$ cat config.mk
export PLATFORM = sky130hd
export DESIGN_NAME = audio_clk_gen_frac_flat
export DESIGN_NICKNAME = d
export VERILOG_FILES = /design/src/rtl/audio_clk_pkg.sv /design/src/rtl/audio_clk_gen_frac_if.sv /design/src/rtl/frac_toggle_div.sv /design/src/rtl/audio_clk_gen_frac.sv /design/src/flat_wrapper.sv
export SDC_FILE = /design/constraint.sdc
export NUM_CORES = 1
export LEC_CHECK = 0
export BUFFER_PORTS_ARGS = -buffer_cell sky130_fd_sc_hd__buf_2
export CELL_PAD_IN_SITES_DETAIL_PLACEMENT = 1
export CELL_PAD_IN_SITES_GLOBAL_PLACEMENT = 1
export CORE_MARGIN = 5
export CORE_UTILIZATION = 40
export DETAILED_ROUTE_END_ITERATION = 12
export PLACE_DENSITY_LB_ADDON = 0.1
export SETUP_SLACK_MARGIN = 0.3
export SLEW_MARGIN = 10
export SYNTH_ARGS = -nofsm -noshare
export SYNTH_HDL_FRONTEND = slang
export SYNTH_SLANG_ARGS = --single-unit
$ cat constraint.sdc
create_clock -name iCLK -period 3.8 [get_ports iCLK]
set_input_delay 0.38 -clock iCLK [delete_from_list [all_inputs] [get_ports iCLK]]
set_output_delay 0.38 -clock iCLK [all_outputs]
set_load 0.01 [all_outputs]
$ cat src/rtl/audio_clk_pkg.sv
// Shared types and elaboration-time helpers for the fractional audio clock generator.
package audio_clk_pkg;

  typedef enum logic [1:0] {IDLE, RUN, PEND} state_e;

  localparam int DEF_REF_CLK     = 18432000;
  localparam int DEF_SAMPLE_RATE = 16000;
  localparam int DEF_SLOT_W      = 16;
  localparam int DEF_RATIO_W     = 4;

  // Base BCK half-period in reference cycles (four half-periods per slot bit pair of channels).
  function automatic int calc_half(input int ref_clk, input int sample_rate, input int slot_w);
    return ref_clk / (sample_rate * slot_w * 4);
  endfunction

  function automatic bit half_exact(input int ref_clk, input int sample_rate, input int slot_w);
    return (ref_clk % (sample_rate * slot_w * 4)) == 0;
  endfunction

  function automatic int acc_width(input int half, input int ratio_w);
    return $clog2(half * ((1 << ratio_w) - 1)) + 1;
  endfunction

  localparam int ACC_W_DEF =
    acc_width(calc_half(DEF_REF_CLK, DEF_SAMPLE_RATE, DEF_SLOT_W), DEF_RATIO_W);

endpackage

$ cat src/rtl/audio_clk_gen_frac_if.sv
// Configuration handshake between the controlling logic and the clock generator.
interface audio_clk_gen_frac_if #(
  parameter int RATIO_W = 4,
  parameter int XDIV_W  = 3
);
  logic               iCFG_VALID;
  logic               oCFG_READY;
  logic [RATIO_W-1:0] iNUM;
  logic [RATIO_W-1:0] iDEN;
  logic [XDIV_W-1:0]  iXDIV;
  logic               oCFG_ERR;

  modport master (output iCFG_VALID, iNUM, iDEN, iXDIV, input oCFG_READY, oCFG_ERR);
  modport slave  (input iCFG_VALID, iNUM, iDEN, iXDIV, output oCFG_READY, oCFG_ERR);
endinterface

$ cat src/rtl/frac_toggle_div.sv
// Bresenham toggle divider: output toggles whenever the accumulated num crosses half*den.
module frac_toggle_div #(
  parameter int NUM_W  = 4,
  parameter int DEN_W  = 4,
  parameter int HALF_W = 5,
  parameter int ACC_W  = 10
) (
  input  logic              i_clk,
  input  logic              i_rst_n,
  input  logic              i_en,
  input  logic              i_clr,
  input  logic [NUM_W-1:0]  i_num,
  input  logic [DEN_W-1:0]  i_den,
  input  logic [HALF_W-1:0] i_half,
  output logic              o_tog,
  output logic              o_fall,
  output logic              o_fall_evt
);
  logic [ACC_W-1:0] r_acc;
  logic             r_tog, r_fall;
  logic [ACC_W-1:0] w_sum, w_thr;
  logic             w_hit;

  assign w_thr      = ACC_W'(i_half) * ACC_W'(i_den);
  assign w_sum      = r_acc + ACC_W'(i_num);
  assign w_hit      = i_en && !i_clr && (w_sum >= w_thr);
  // Lets the parent act on a falling edge in the same clock as the output changes.
  assign o_fall_evt = w_hit && r_tog;
  assign o_tog      = r_tog;
  assign o_fall     = r_fall;

  always_ff @(posedge i_clk or negedge i_rst_n) begin
    if (!i_rst_n) begin
      r_acc  <= '0;
      r_tog  <= 1'b0;
      r_fall <= 1'b0;
    end else if (!i_en || i_clr) begin
      r_acc  <= '0;
      r_tog  <= 1'b0;
      r_fall <= 1'b0;
    end else begin
      r_fall <= o_fall_evt;
      if (w_hit) begin
        r_acc <= w_sum - w_thr;
        r_tog <= ~r_tog;
      end else begin
        r_acc <= w_sum;
      end
    end
  end
endmodule

$ cat src/rtl/audio_clk_gen_frac.sv
// I2S-style XCK/BCK/LRCK generator with run-time rational speed, switched only at frame boundaries.
module audio_clk_gen_frac
  import audio_clk_pkg::*;
#(
  parameter int REF_CLK     = DEF_REF_CLK,
  parameter int SAMPLE_RATE = DEF_SAMPLE_RATE,
  parameter int SLOT_W      = DEF_SLOT_W,
  parameter int RATIO_W     = DEF_RATIO_W,
  parameter int XDIV_W      = 3
) (
  input  logic                 iCLK,
  input  logic                 iRST_N,
  input  logic                 iEN,
  audio_clk_gen_frac_if.slave  cfg,
  output logic                 oAUD_XCK,
  output logic                 oAUD_BCK,
  output logic                 oAUD_LRCK,
  output logic                 oBCK_FALL,
  output logic                 oFRAME_START
);
  localparam int HALF   = calc_half(REF_CLK, SAMPLE_RATE, SLOT_W);
  localparam int ACC_W  = acc_width(HALF, RATIO_W);
  localparam int HALF_W = $clog2(HALF + 1);
  localparam int CNT_W  = (SLOT_W > 1) ? $clog2(SLOT_W) : 1;
  localparam logic [CNT_W-1:0] CNT_LAST = CNT_W'(SLOT_W - 1);

  if (!half_exact(REF_CLK, SAMPLE_RATE, SLOT_W)) begin : g_bad_half
    $error("REF_CLK is not an exact multiple of SAMPLE_RATE*SLOT_W*4");
  end

  state_e             r_state;
  logic [RATIO_W-1:0] r_num, r_den, r_pnum, r_pden;
  logic [XDIV_W-1:0]  r_xdiv, r_pxdiv;
  logic [CNT_W-1:0]   r_cnt;
  logic               r_lrck, r_frame, r_err;

  logic               w_run, w_xfer, w_cfg_ok, w_bound, w_leave, w_clr;
  logic               w_fall_evt, w_frame_evt;
  logic [ACC_W-1:0]   w_lim;
  logic [XDIV_W:0]    w_xden;
  logic               w_xck_fall_unused, w_xck_evt_unused;

  assign w_run    = (r_state != IDLE);
  assign w_xfer   = cfg.iCFG_VALID && cfg.oCFG_READY;
  assign w_lim    = ACC_W'(HALF) * ACC_W'(cfg.iDEN);
  assign w_cfg_ok = (|cfg.iNUM) && (|cfg.iDEN) && (ACC_W'(cfg.iNUM) <= w_lim);
  assign w_bound  = w_run && r_frame;
  assign w_leave  = w_bound && !iEN;
  // Dividers restart from zero whenever a new ratio lands or the block stops.
  assign w_clr    = w_bound && (w_leave || (r_state == PEND));
  assign w_frame_evt = w_fall_evt && (r_cnt == CNT_LAST) && r_lrck;
  assign w_xden   = {1'b0, r_xdiv} + (XDIV_W+1)'(1);

  assign cfg.oCFG_READY = (r_state != PEND);
  assign cfg.oCFG_ERR   = r_err;
  assign oAUD_LRCK      = r_lrck;
  assign oFRAME_START   = r_frame;

  frac_toggle_div #(.NUM_W(RATIO_W), .DEN_W(RATIO_W), .HALF_W(HALF_W), .ACC_W(ACC_W)) u_bck (
    .i_clk(iCLK), .i_rst_n(iRST_N), .i_en(w_run), .i_clr(w_clr),
    .i_num(r_num), .i_den(r_den), .i_half(HALF_W'(HALF)),
    .o_tog(oAUD_BCK), .o_fall(oBCK_FALL), .o_fall_evt(w_fall_evt)
  );

  // num = half = 1 turns the same divider into a plain divide-by-(xdiv+1) toggler.
  frac_toggle_div #(.NUM_W(1), .DEN_W(XDIV_W+1), .HALF_W(1), .ACC_W(XDIV_W+2)) u_xck (
    .i_clk(iCLK), .i_rst_n(iRST_N), .i_en(w_run), .i_clr(w_clr),
    .i_num(1'b1), .i_den(w_xden), .i_half(1'b1),
    .o_tog(oAUD_XCK), .o_fall(w_xck_fall_unused), .o_fall_evt(w_xck_evt_unused)
  );

  always_ff @(posedge iCLK or negedge iRST_N) begin
    if (!iRST_N) begin
      r_state <= IDLE;
      r_num   <= RATIO_W'(1);
      r_den   <= RATIO_W'(1);
      r_xdiv  <= '0;
      r_pnum  <= '0;
      r_pden  <= '0;
      r_pxdiv <= '0;
      r_cnt   <= '0;
      r_lrck  <= 1'b0;
      r_frame <= 1'b0;
      r_err   <= 1'b0;
    end else begin
      r_err <= w_xfer && !w_cfg_ok;

      if (!w_run || w_clr) begin
        r_cnt   <= '0;
        r_lrck  <= 1'b0;
        r_frame <= 1'b0;
      end else begin
        r_frame <= w_frame_evt;
        if (w_fall_evt) begin
          if (r_cnt == CNT_LAST) begin
            r_cnt  <= '0;
            r_lrck <= ~r_lrck;
          end else begin
            r_cnt <= r_cnt + 1'b1;
          end
        end
      end

      case (r_state)
        IDLE: begin
          if (w_xfer && w_cfg_ok) begin
            r_num  <= cfg.iNUM;
            r_den  <= cfg.iDEN;
            r_xdiv <= cfg.iXDIV;
          end
          if (iEN) r_state <= RUN;
        end
        RUN: begin
          if (w_leave) begin
            r_state <= IDLE;
            if (w_xfer && w_cfg_ok) begin
              r_num  <= cfg.iNUM;
              r_den  <= cfg.iDEN;
              r_xdiv <= cfg.iXDIV;
            end
          end else if (w_xfer && w_cfg_ok) begin
            r_pnum  <= cfg.iNUM;
            r_pden  <= cfg.iDEN;
            r_pxdiv <= cfg.iXDIV;
            r_state <= PEND;
          end
        end
        PEND: begin
          if (w_bound) begin
            r_num   <= r_pnum;
            r_den   <= r_pden;
            r_xdiv  <= r_pxdiv;
            r_state <= iEN ? RUN : IDLE;
          end
        end
        default: r_state <= IDLE;
      endcase
    end
  end
endmodule

$ cat src/flat_wrapper.sv
// flat-port wrapper written by rule: the top's interface ports become plain ports
module audio_clk_gen_frac_flat import audio_clk_pkg::*;
#(
  parameter int REF_CLK     = DEF_REF_CLK,
  parameter int SAMPLE_RATE = DEF_SAMPLE_RATE,
  parameter int SLOT_W      = DEF_SLOT_W,
  parameter int RATIO_W     = DEF_RATIO_W,
  parameter int XDIV_W      = 3
)
  (iCLK, iRST_N, iEN, oAUD_XCK, oAUD_BCK, oAUD_LRCK, oBCK_FALL, oFRAME_START, cfg_iCFG_VALID, cfg_iNUM, cfg_iDEN, cfg_iXDIV, cfg_oCFG_READY, cfg_oCFG_ERR);
  audio_clk_gen_frac_if #(.RATIO_W(RATIO_W), .XDIV_W(XDIV_W)) cfg_i ();
  input  logic iCLK;
  input  logic iRST_N;
  input  logic iEN;
  output logic oAUD_XCK;
  output logic oAUD_BCK;
  output logic oAUD_LRCK;
  output logic oBCK_FALL;
  output logic oFRAME_START;
  input wire logic [$bits(cfg_i.iCFG_VALID)-1:0] cfg_iCFG_VALID;
  input wire logic [$bits(cfg_i.iNUM)-1:0] cfg_iNUM;
  input wire logic [$bits(cfg_i.iDEN)-1:0] cfg_iDEN;
  input wire logic [$bits(cfg_i.iXDIV)-1:0] cfg_iXDIV;
  output wire logic [$bits(cfg_i.oCFG_READY)-1:0] cfg_oCFG_READY;
  output wire logic [$bits(cfg_i.oCFG_ERR)-1:0] cfg_oCFG_ERR;
  assign cfg_i.iCFG_VALID = cfg_iCFG_VALID;
  assign cfg_i.iNUM = cfg_iNUM;
  assign cfg_i.iDEN = cfg_iDEN;
  assign cfg_i.iXDIV = cfg_iXDIV;
  assign cfg_oCFG_READY = cfg_i.oCFG_READY;
  assign cfg_oCFG_ERR = cfg_i.oCFG_ERR;
  audio_clk_gen_frac #(.REF_CLK(REF_CLK), .SAMPLE_RATE(SAMPLE_RATE), .SLOT_W(SLOT_W), .RATIO_W(RATIO_W), .XDIV_W(XDIV_W)) u_core (.iCLK(iCLK), .iRST_N(iRST_N), .iEN(iEN), .cfg(cfg_i), .oAUD_XCK(oAUD_XCK), .oAUD_BCK(oAUD_BCK), .oAUD_LRCK(oAUD_LRCK), .oBCK_FALL(oBCK_FALL), .oFRAME_START(oFRAME_START));
endmodule
=== Yosys cells after proc, flatten, opt, wreduce, memory -nomap -nowiden ===
Index checks and enable logic that the tools add are counted.

* Bits in registers: 49
* Input bits: 15
* Output and inout bits: 7

* Add/sub/neg operators: 6
* $mul: 2
* Magnitude comparators: 3
* Eq/ne operators: 8
* Muxes and demuxes: 34
* Bitwise logic cells: 4
* Reductions and logical operators: 33

{| class="wikitable"
|+ Operator list
! operator !! count
|-
| $mux 4 || 9
|-
| $pmux 4 s3 || 2
|-
| $mux 10 || 2
|-
| $mul 4x4->8 const A || 2
|-
| $logic_and 1x1->1 || 14
|-
| $add 10x4->10 || 1
|-
| $ge 10x9->1 || 1
|-
| $mux 1 || 10
|-
| $mux 5 || 2
|-
| $reduce_bool 2->1 || 5
|-
| $sub 10x9->10 || 1
|-
| $le 4x9->1 || 1
|-
| $mux 3 || 3
|-
| $pmux 3 s3 || 1
|-
| $reduce_and 3->1 || 3
|-
| $mux 2 || 4
|-
| $reduce_or 4->1 || 2
|-
| $pmux 2 s3 || 1
|-
| $add 5x1->5 const B || 1
|-
| $ge 5x4->1 || 1
|-
| $sub 5x4->5 || 1
|-
| $add 3x1->4 const B || 1
|-
| $add 4x1->4 const B || 1
|-
| $eq 4x4->1 const B || 1
|-
| 11 further kinds || 20
|}

=== Logic depth before layout (Yosys ltp) ===
Gate-level depths: netlist (run 1).

* Depth after elaboration: 12
* Mapped depth: 15
* Depth with buffers taken out: 14

=== Modules after synthesis ===
Synthesis (run 1) repeated with hierarchy kept, for this count alone.

* Cells, all modules: 429
* Area, all modules: 4,011.3 µm²

{| class="wikitable"
|+ Modules (own cells, without submodules)
! module !! times used !! cells an instance !! area an instance (µm²)
|-
| frac_toggle_div at u_core.u_bck || 1 || 214 || 1,816.7
|-
| audio_clk_gen_frac || 1 || 153 || 1,632.8
|-
| frac_toggle_div at u_core.u_xck || 1 || 62 || 561.8
|}

=== Least setup slack after synthesis (run 1) ===
No wires, ideal clock.

* Path kind: register to register
* Start: register u_core.r_num[0]
* End: register u_core.u_bck.r_acc[4]
* Setup time: 0.132 ns
* Arrival time: 2.986 ns
* Path slack: 0.682 ns
* Stages on the path, launching flop included: 16
* Buffers on the path: 1
* Path through: dfstp_2 -> ha_1 -> inv_1 -> fa_1 -> nor2b_1 -> o21ai_0 -> a21oi_1 -> xor2_1 -> ha_1 -> and4b_1 -> mux2i_1 -> nand4b_1 -> nand2_1 -> buf_4 -> mux2i_1 -> nor2_1

* Cells in the longest elaborated chain, start to end: 5
* Elaborated cells on any way between the ends: 6
* Classes of those cells: 2 x add/sub; 1 x order compare; 2 x mux; 1 x reduce/logical

{| class="wikitable"
|+ Ends and longest elaborated chain
! what !! RTL line !! RTL
|-
| start, declared || audio_clk_gen_frac.sv:32 || <nowiki>logic [RATIO_W-1:0] r_num, r_den, r_pnum, r_pden;</nowiki>
|-
| start signal, assigned || audio_clk_gen_frac.sv:107 || <nowiki>r_num <= cfg.iNUM;</nowiki>
|-
| start signal, assigned || audio_clk_gen_frac.sv:117 || <nowiki>r_num <= cfg.iNUM;</nowiki>
|-
| start signal, assigned || audio_clk_gen_frac.sv:130 || <nowiki>r_num <= r_pnum;</nowiki>
|-
| $add 10x4->10 (*) || frac_toggle_div.sv:25 || <nowiki>assign w_sum = r_acc + ACC_W'(i_num);</nowiki>
|-
| $ge 10x9->1 || frac_toggle_div.sv:26 || <nowiki>assign w_hit = i_en && !i_clr && (w_sum >= w_thr);</nowiki>
|-
| $logic_and 1x1->1 || frac_toggle_div.sv:26 ||
|-
| $mux 10 (*) || frac_toggle_div.sv:43 || <nowiki>if (w_hit) begin</nowiki>
|-
| $mux 10 (*) || frac_toggle_div.sv:37 || <nowiki>end else if (!i_en || i_clr) begin</nowiki>
|-
| end signal, assigned || frac_toggle_div.sv:44 || <nowiki>r_acc <= w_sum - w_thr;</nowiki>
|-
| end signal, assigned || frac_toggle_div.sv:47 || <nowiki>r_acc <= w_sum;</nowiki>
|-
| end, declared || frac_toggle_div.sv:19 || <nowiki>logic [ACC_W-1:0] r_acc;</nowiki>
|}

Every way passes the cells marked *; elsewhere a longest branch is shown, timed or not.
A chain may end at the register's enable or synchronous reset.

=== Final worst setup path (run 1) ===
* Start: register u_core.r_num[0]
* End: register u_core.u_bck.r_acc[3]

Same word-level chain as after synthesis.

==> results of run 1 <==
## logic make-up (layout without fill, tap and decap cells)
group	after synthesis	count (layout)	share of synthesized area (%)
mux	33	33	11.6
simple gates	113	113	16.7
fa+ha+maj	31	31	12.7
xor+xnor	18	18	4.87
compound gates	63	63	12.5
buf+inv	27	59	3.59
flops	49	49	38.0
## worst min-delay path by stage
stage           start                             end  cells after the start
2_1_floorplan  iRST_N   u_core.cfg.oCFG_ERR$_DFF_PN0_                      0
3_3_place_gp   iRST_N  u_core.u_xck.o_tog$_DFFE_PN0P_                      1
3_5_place_dp   iRST_N  u_core.u_xck.o_tog$_DFFE_PN0P_                      1
4_1_cts        iRST_N  u_core.u_xck.o_tog$_DFFE_PN0P_                      1
5_1_grt        iRST_N  u_core.u_xck.o_tog$_DFFE_PN0P_                      1
6_report       iRST_N  u_core.u_xck.o_tog$_DFFE_PN0P_                      1
## area by class of cell
| class | count | share of cell area (%) |
|---|---|---|
| clock buffers | 7 | 2.38 |
| clock inverters | 1 | 0.207 |
| inverters | 20 | 2.07 |
| multi-input cells | 258 | 52.8 |
| flip-flops and latches | 49 | 33.9 |
| well taps | 102 | 3.52 |
| repair buffers | 31 | 5.17 |
## registers in the layout, summed over array words and instances, names as in the netlist
signal	count
u_core.u_bck.r_acc	10
u_core.u_xck.r_acc	5
u_core.r_cnt	4
u_core.r_den	4
u_core.r_num	4
u_core.r_pden	4
u_core.r_pnum	4
u_core.r_pxdiv	3
u_core.r_xdiv	3
u_core.r_state	2
u_core.cfg.oCFG_ERR	1
u_core.oAUD_LRCK	1
u_core.oFRAME_START	1
u_core.u_bck.o_fall	1
u_core.u_bck.o_tog	1
u_core.u_xck.o_tog	1
## synthesized netlist by cell type (5+ instances only)
| cell | instances |
|---|---|
| a211oi_1 | 5 |
| a21oi_1 | 22 |
| dfrtp_1 | 47 |
| ha_1 | 28 |
| inv_1 | 19 |
| mux2_2 | 13 |
| mux2_4 | 6 |
| mux2i_1 | 14 |
| nand2_1 | 41 |
| nand3_1 | 6 |
| nor2_1 | 33 |
| o21a_1 | 5 |
| o21ai_0 | 9 |
| xnor2_1 | 10 |
| xor2_1 | 8 |
## critical path: stages, from the launching register on
cell and delay, ps:
dfstp_2 540, ha_1 180, inv_1 60, fa_1 410, nor2b_2 140, o21ai_2 80
a21oi_1 210, xor2_1 120, ha_2 390, nand4_1 140, a31oi_1 220, o21ai_2 100
nand2_2 110, buf_8 170, mux2i_1 210, nor2_1 50
## stage by stage
step	area, um2	instances	utilization (%)	hold WS, ps
2_1_floorplan	3240	334	-	84.4
3_3_place_gp	3480	457	44.6	407
3_5_place_dp	3480	457	44.6	411
4_1_cts	3580	466	45.9	70.5
5_1_grt	3630	468	46.5	97.8
6_report	3630	468	46.5	49.4
## metal layers
layer / up-vias / GRT usage (%) / share of wire [%]
met3: 7 / 2.43 / 2.2
li1: 1240 / - / -
met1: 1241 / 21.9 / 49
met2: 28 / 26.0 / 47
met5: - / 0 / 0
met4: 0 / 4.31 / 1.4
## timing repair
item,4_1_cts,5_1_grt
setup endpoints to repair,2,17
resized for setup,0,12
setup buffers,1,2
hold buffers,0,0
pin swaps,1,7
==> summary.md, run 1 <==
| Metric | Value |
|---|---|
| Diode count | 0 |
| Die area | 9990 um2 |
| Yosys reg bits | 49 |
| Layout fillers | 948 |
| Total of max-cap violations | 0 |
| Least-Margin Pin Slew | 687 ps |
| Post-route ant nets | 0 |
| Critical Path End Type | flip-flop |
| RePlAce Congestion | 0.839 |
| Avg Inst Size Synth | 9.69 um2 |
| Tmin final | 3250 ps |
| Top FF cell, synth | dfrtp_1 |
| Worst slack, placed | 327 ps |
| Via/cell ratio | 5.38 |
| Synth area leader | dfrtp_1 |
| Final Hold Fails | 0 |
| Via count | 2516 |
| Hpwl dp | 5.89 mm |
| Row cnt | 32 |
| Share of the synthesized area in the top cell type | 36.3% |
| CP startpoint kind | flip-flop |
| IO buf count | 21 |
| Vias in the first global route | 2643 |
| Die Span Y | 100 um |
| DRC | 0 |
| Synthesized cell area | 3240 um2 |
| Slew Limit Headroom | 54.2% |
| Post-synth net total | 380 |
| Yosys warns | 0 |
| R2r endpoint | u_core.u_bck.r_acc[3]$_DFF_PN0_ |
| Initial antenna violation count | 0 |
| Worst EP arrival | 3440 ps |
| Setup ws final | 549 ps |
| CTS Root Cell | clkbuf_8 |
| Area growth syn-to-layout | 12.1% |
| Largest net degree at the start of global routing | 27 |
| Router iterations before antenna repair | 4 |
| Routed Wire Length | 7.49 mm |
| Final Setup Violations | 0 |
| Async set-reset flop share out of synthesis | 100% |
| Fmax | 308 MHz |
| R2R depth | 15 |
| CTS Buf Count | 5 |
| Drt first-iter violations | 39 |
| Synth area leaders | dfrtp_1, ha_1, nand2_1 |
| Final Cycle Share | 85.6% |
| Worst r2r src | u_core.r_num[0]$_DFFE_PN1P_ |
| Clock Path Buffers | 2 |
| Setup Skew | 6.72 ps |
| Commonest non-fill, non-tap cell in the layout | dfrtp_1 |
| Setup TNS | 0 ps |
| First-pass GRT wire length | 12.7 mm |
| Crit path to | u_core.u_bck.r_acc[3]$_DFF_PN0_ |
| Layout cells sized above 1 | 19.7% |
| Worst Path Max Fanout | 11 |
| Synth cell types | 51 |
| Core area | 7810 um2 |
| Initial cell density of the core | 41.5% |
| EDFF count, synth | 0 |
| R2R setup slack | 550 ps |
| RSZ-0062 raised after global routing | false |
| Count of pins over their slew limit | 0 |
| Outcome | finished, final reports clean |
| Commonest non-fill, non-tap cells in the layout | dfrtp_1, nand2_1, nor2_1, ha_1 |
| Mapped Cells | 334 |
| H-tree level count | 2 |
| Register area share after synthesis | 38.0% |
| GRT Residual Overflow | 0 |
| CTS tree | built |
| CTS sink count | 49 |
| All-Layer GR Usage | 15.9% |
| IO Pins | 22 |
| HP Class | in -> async |
| Critical Path RT | 3990 ps |
| Register area | 1230 um2 |
| Worst skew pair latency | 310 ps |
| NumNets Final | 411 |
| Area of the multi-input gates | 1920 um2 |
| Die width | 100 um |
| CP Class | reg -> reg |
| Reg clk slew, reported paths | 90 ps |
| Crit path launch | u_core.r_num[0]$_DFFE_PN1P_ |
| WL/cell | 16.0 um |
Power of run 1 is left out: the tool's default activity adds up to more than one toggle a clock period on the data nets, which glitch-free logic cannot reach.
==> inputs of run 2 (changes only) <==
--- a/config.mk
+++ b/config.mk
@@ -5,6 +5,7 @@
 export SDC_FILE = /design/constraint.sdc
 export NUM_CORES = 1
 export LEC_CHECK = 0
+export ABC_AREA = 1
 export BUFFER_PORTS_ARGS = -buffer_cell sky130_fd_sc_hd__buf_2
 export CELL_PAD_IN_SITES_DETAIL_PLACEMENT = 1
 export CELL_PAD_IN_SITES_GLOBAL_PLACEMENT = 1
==> run 2 against run 1 <==
  * Register-to-register slack lost 50 ps
  * Final cell count rose by 10%
  * Core utilization shrank 0.54 points
  * Area after synthesis fell by 1.6%
==> summary.md, run 2 <==
| Metric | Value |
|---|---|
| Reg clk slew, reported paths | 100 ps (about the same) |
| Top FF cell, synth | dfrtp_1 |
| Commonest non-fill, non-tap cell in the layout | nand2_1 |
| Final Setup Violations | 0 (unchanged) |
| Initial antenna violation count | 0 (unchanged) |
| First-pass GRT wire length | 13.0 mm (+2.1%) |
| Post-synth net total | 437 (+15%) |
| Area growth syn-to-layout | 11.5% |
| Critical-path top delay cell | dfstp_2 |
| Tmin final | 3300 ps (+46.9 ps) |
| Layout cells sized above 1 | 14.7% (-5.0 points) |
| CTS tree | built |
| Register area share after synthesis | 38.6% (+0.63 points) |
| Outcome | finished, final reports clean |
| Die width | 99.2 um (-0.73%) |
| Fin area | 3550 um2 (-2.2%) |
| Setup TNS | 0 ps (unchanged) |
| Least-Margin Pin Slew | 708 ps (+21.3 ps) |
| Count of pins over their slew limit | 0 (unchanged) |
| CTS Buf Count | 5 (unchanged) |
| Synth cell types | 34 (-33%) |
| Max reg flops | 10 (unchanged) |
| Row cnt | 32 (unchanged) |
| Setup Skew | 11.0 ps (+4.23 ps) |
| DRC | 0 (unchanged) |
| Core area | 7730 um2 (-1.0%) |
| Post-DP Area | 3390 um2 (-2.7%) |
| Top-count cell post-synth | nand2_1 |
| Internal power | 0.00175 W |
| IO Pins | 22 (unchanged) |
| Largest registers | u_core.u_bck.r_acc (10), u_core.u_xck.r_acc (5) |
| Worst VDD drop | 0.316 mV |
| CP peak stage delay | 550 ps (about the same) |
| CP startpoint kind | flip-flop |
| Critical Path, Cell by Cell | ha_2 -> inv_1 -> fa_2 -> o21ai_2 -> and3_2 -> xor2_2 -> inv_1 -> ha_1 -> nand2_1 -> nor2_1 -> a21oi_1 -> a21oi_2 -> inv_1 -> nand2_2 -> nand2_2 -> o22ai_1 |
| RSZ-0062 raised after global routing | false |
| Router iterations before antenna repair | 4 (unchanged) |
| Lkg Pwr | 1.82 nW |
| Psw | 0.00173 W |
| Fmax | 303 MHz (-1.4%) |
| CTS sink count | 49 (unchanged) |
| Die Span Y | 99.2 um (-0.73%) |
| Critical Path RT | 4020 ps (+30 ps) |
| Die area | 9850 um2 (-1.5%) |
| Routed Wire Length | 7.55 mm (+0.84%) |
| WL/cell | 14.6 um (-8.7%) |
| CP Class | reg -> reg |
| Most frequent CP cell | inv_1 |
| All-Layer GR Usage | 16.1% (+0.18 points) |
| Total of max-cap violations | 0 (unchanged) |
| Avg Inst Size Synth | 8.14 um2 (-16%) |
| Clock Power Share | 9.4% |
| IO buf count | 21 (unchanged) |
| Post-CTS Setup Repair Bufs | 0 (-1) |
| Clock Path Buffers | 2 (unchanged) |
| Power Dens Cells | 981 nW/um2 |
| Sw frac | 49.7% |
| Via/cell ratio | 5.06 (-5.8%) |
| Synth area leaders | dfrtp_1, ha_1, nand2_1 |
| Logic gate share of total power | 64.5% |
| CTS Root Cell | clkbuf_8 |
| Critical Path End Type | flip-flop |
| Final Hold Fails | 0 (unchanged) |
| RePlAce Congestion | 0.807 (-3.9%) |
| Via count | 2618 (+4.1%) |
| H-tree level count | 2 (unchanged) |
| Worst EP arrival | 3520 ps (+80 ps) |
| Synth area leader | dfrtp_1 |
| Worst Path Max Fanout | 10 (-1) |
| Slew Limit Headroom | 52.7% (-1.6 points) |
| Post-route ant nets | 0 (unchanged) |
| Reg with most FFs | u_core.u_bck.r_acc |
| Synth cell count leaders | nand2_1, inv_1, dfrtp_1 |
| Yosys reg bits | 49 (unchanged) |
| EDFF count, synth | 0 (unchanged) |
| Largest net degree at the start of global routing | 38 (+41%) |
| Commonest non-fill, non-tap cells in the layout | nand2_1, inv_1, dfrtp_1, nand3_1, ha_1 |
| Mapped Cells | 391 (+17%) |
| Initial cell density of the core | 41.2% (-0.25 points) |
| GRT Residual Overflow | 0 (unchanged) |
| Diode count | 0 (unchanged) |
| NumNets Final | 460 (+12%) |
| Hpwl dp | 6.02 mm (+2.2%) |
| Drt first-iter violations | 53 (+36%) |
| Sequential share of power | 26.0% |
| HP Class | in -> reg |
| Async set-reset flop share out of synthesis | 100% (unchanged) |
| Worst skew pair latency | 310 ps (about the same) |
| Synthesized cell area | 3180 um2 (-1.6%) |
| Vias in the first global route | 2765 (+4.6%) |
| Yosys warns | 0 (unchanged) |
| Share of the synthesized area in the top cell type | 36.9% (+0.60 points) |
| Final Cycle Share | 86.8% (+1.2 points) |
run 2: changes by cell type after synthesis, moves of 13 or more:
cell | before | now
mux2_2 | 13 | 0
nand3_1 | 6 | 27
o21ai_1 | 1 | 24
nor2_1 | 33 | 12
nand2_1 | 41 | 89
inv_1 | 19 | 54
run 2: kinds of logic after synthesis:
kind of cell             Yosys count  share of synthesized area (%)
buffers and inverters             65                           8.05
AND/OR/NAND/NOR                  151                           21.8
AO/OA/AOI/OAI                     70                           11.7
multiplexers                       2                          0.629
XOR/XNOR                          23                           6.33
adder cells (fa/ha/maj)           31                           12.9
flip-flops                        49                           38.6
run 2: worst paths after layout:
path | from | slack [ps] | cells past startpoint | end
max in group asynchronous | iRST_N | 2520 | 3 | u_core.r_den[0]$_DFFE_PN1P_
min in group asynchronous | iRST_N | 480 | 2 | u_core.r_pxdiv[2]$_DFFE_PN0P_
max | u_core.r_num[0]$_DFFE_PN1P_ | 500 | 16 | u_core.u_bck.r_acc[1]$_DFF_PN0_
max reg2reg | u_core.r_num[0]$_DFFE_PN1P_ | 500 | 16 | u_core.u_bck.r_acc[1]$_DFF_PN0_
min | cfg_iCFG_VALID | 320 | 3 | u_core.cfg.oCFG_ERR$_DFF_PN0_
min reg2reg | u_core.r_pnum[2]$_DFFE_PN0P_ | 490 | 2 | u_core.r_pnum[2]$_DFFE_PN0P_
run 2: repair_timing:
| item | 4_1_cts | 5_1_grt |
|---|---|---|
| gates cloned | 0 | 0 |
| pin swaps | 0 | 2 |
| hold buffers | 1 | 0 |
| endpoints found under the setup margin | 11 | 16 |
| resized for setup | 1 | 13 |
| hold endpoints to repair | 12 | 0 |
run 2: layout make-up:
cell class	instances	area (um2)
fill	991	4180
clock inverter	3	26.3
inverter	58	218
clock buffer	5	68.8
multi-input combinational	277	1760
timing repair buffer	23	123
tap	102	128
sequential	49	1230
run 2: layer usage:
layer | vias up | GRT usage (%) | share of wire [%]
li1 | 1321 | - | -
met1 | 1259 | 20.6 | 46
met2 | 33 | 28.9 | 51
met3 | 5 | 2.17 | 2.3
met4 | 0 | 3.47 | 0.90
met5 | - | 0 | 0
run 2: critical path: cells and delay by family (launching register included):
kind,cells,cell delay [ps]
adders and majority gates,3,930
buffers and inverters,3,200
DFF,1,550
and+or+nand+nor,5,680
xor gates and xnor gates,1,210
AOI/OAI and AO/OA,4,660
run 2: stage by stage:
| stage | hold slack [ps] | util [%] | cells | total power, W | worst slack [ps] |
|---|---|---|---|---|---|
| global placement | 297 | 43.8 | 508 | 0.00301 | 410 |
| global route | 318 | 45.9 | 517 | 0.00386 | 302 |
| detailed placement | 295 | 43.8 | 508 | 0.00309 | 280 |
| floorplan | 84.4 | - | 391 | 0.00257 | 761 |
| CTS | 302 | 45.2 | 517 | 0.00344 | 304 |
| finish | 319 | 45.9 | 517 | 0.00348 | 502 |
run 2: power groups by stage:
stage          Clock [W]  Combinational, W  Sequential (W)
3_3_place_gp           0           0.00210        0.000910
5_1_grt         0.000363           0.00256        0.000938
3_5_place_dp           0           0.00217        0.000919
2_1_floorplan          0           0.00169        0.000882
6_report        0.000329           0.00225        0.000906
4_1_cts         0.000342           0.00219        0.000908
Note: power is estimated with default switching activity, not from simulation.
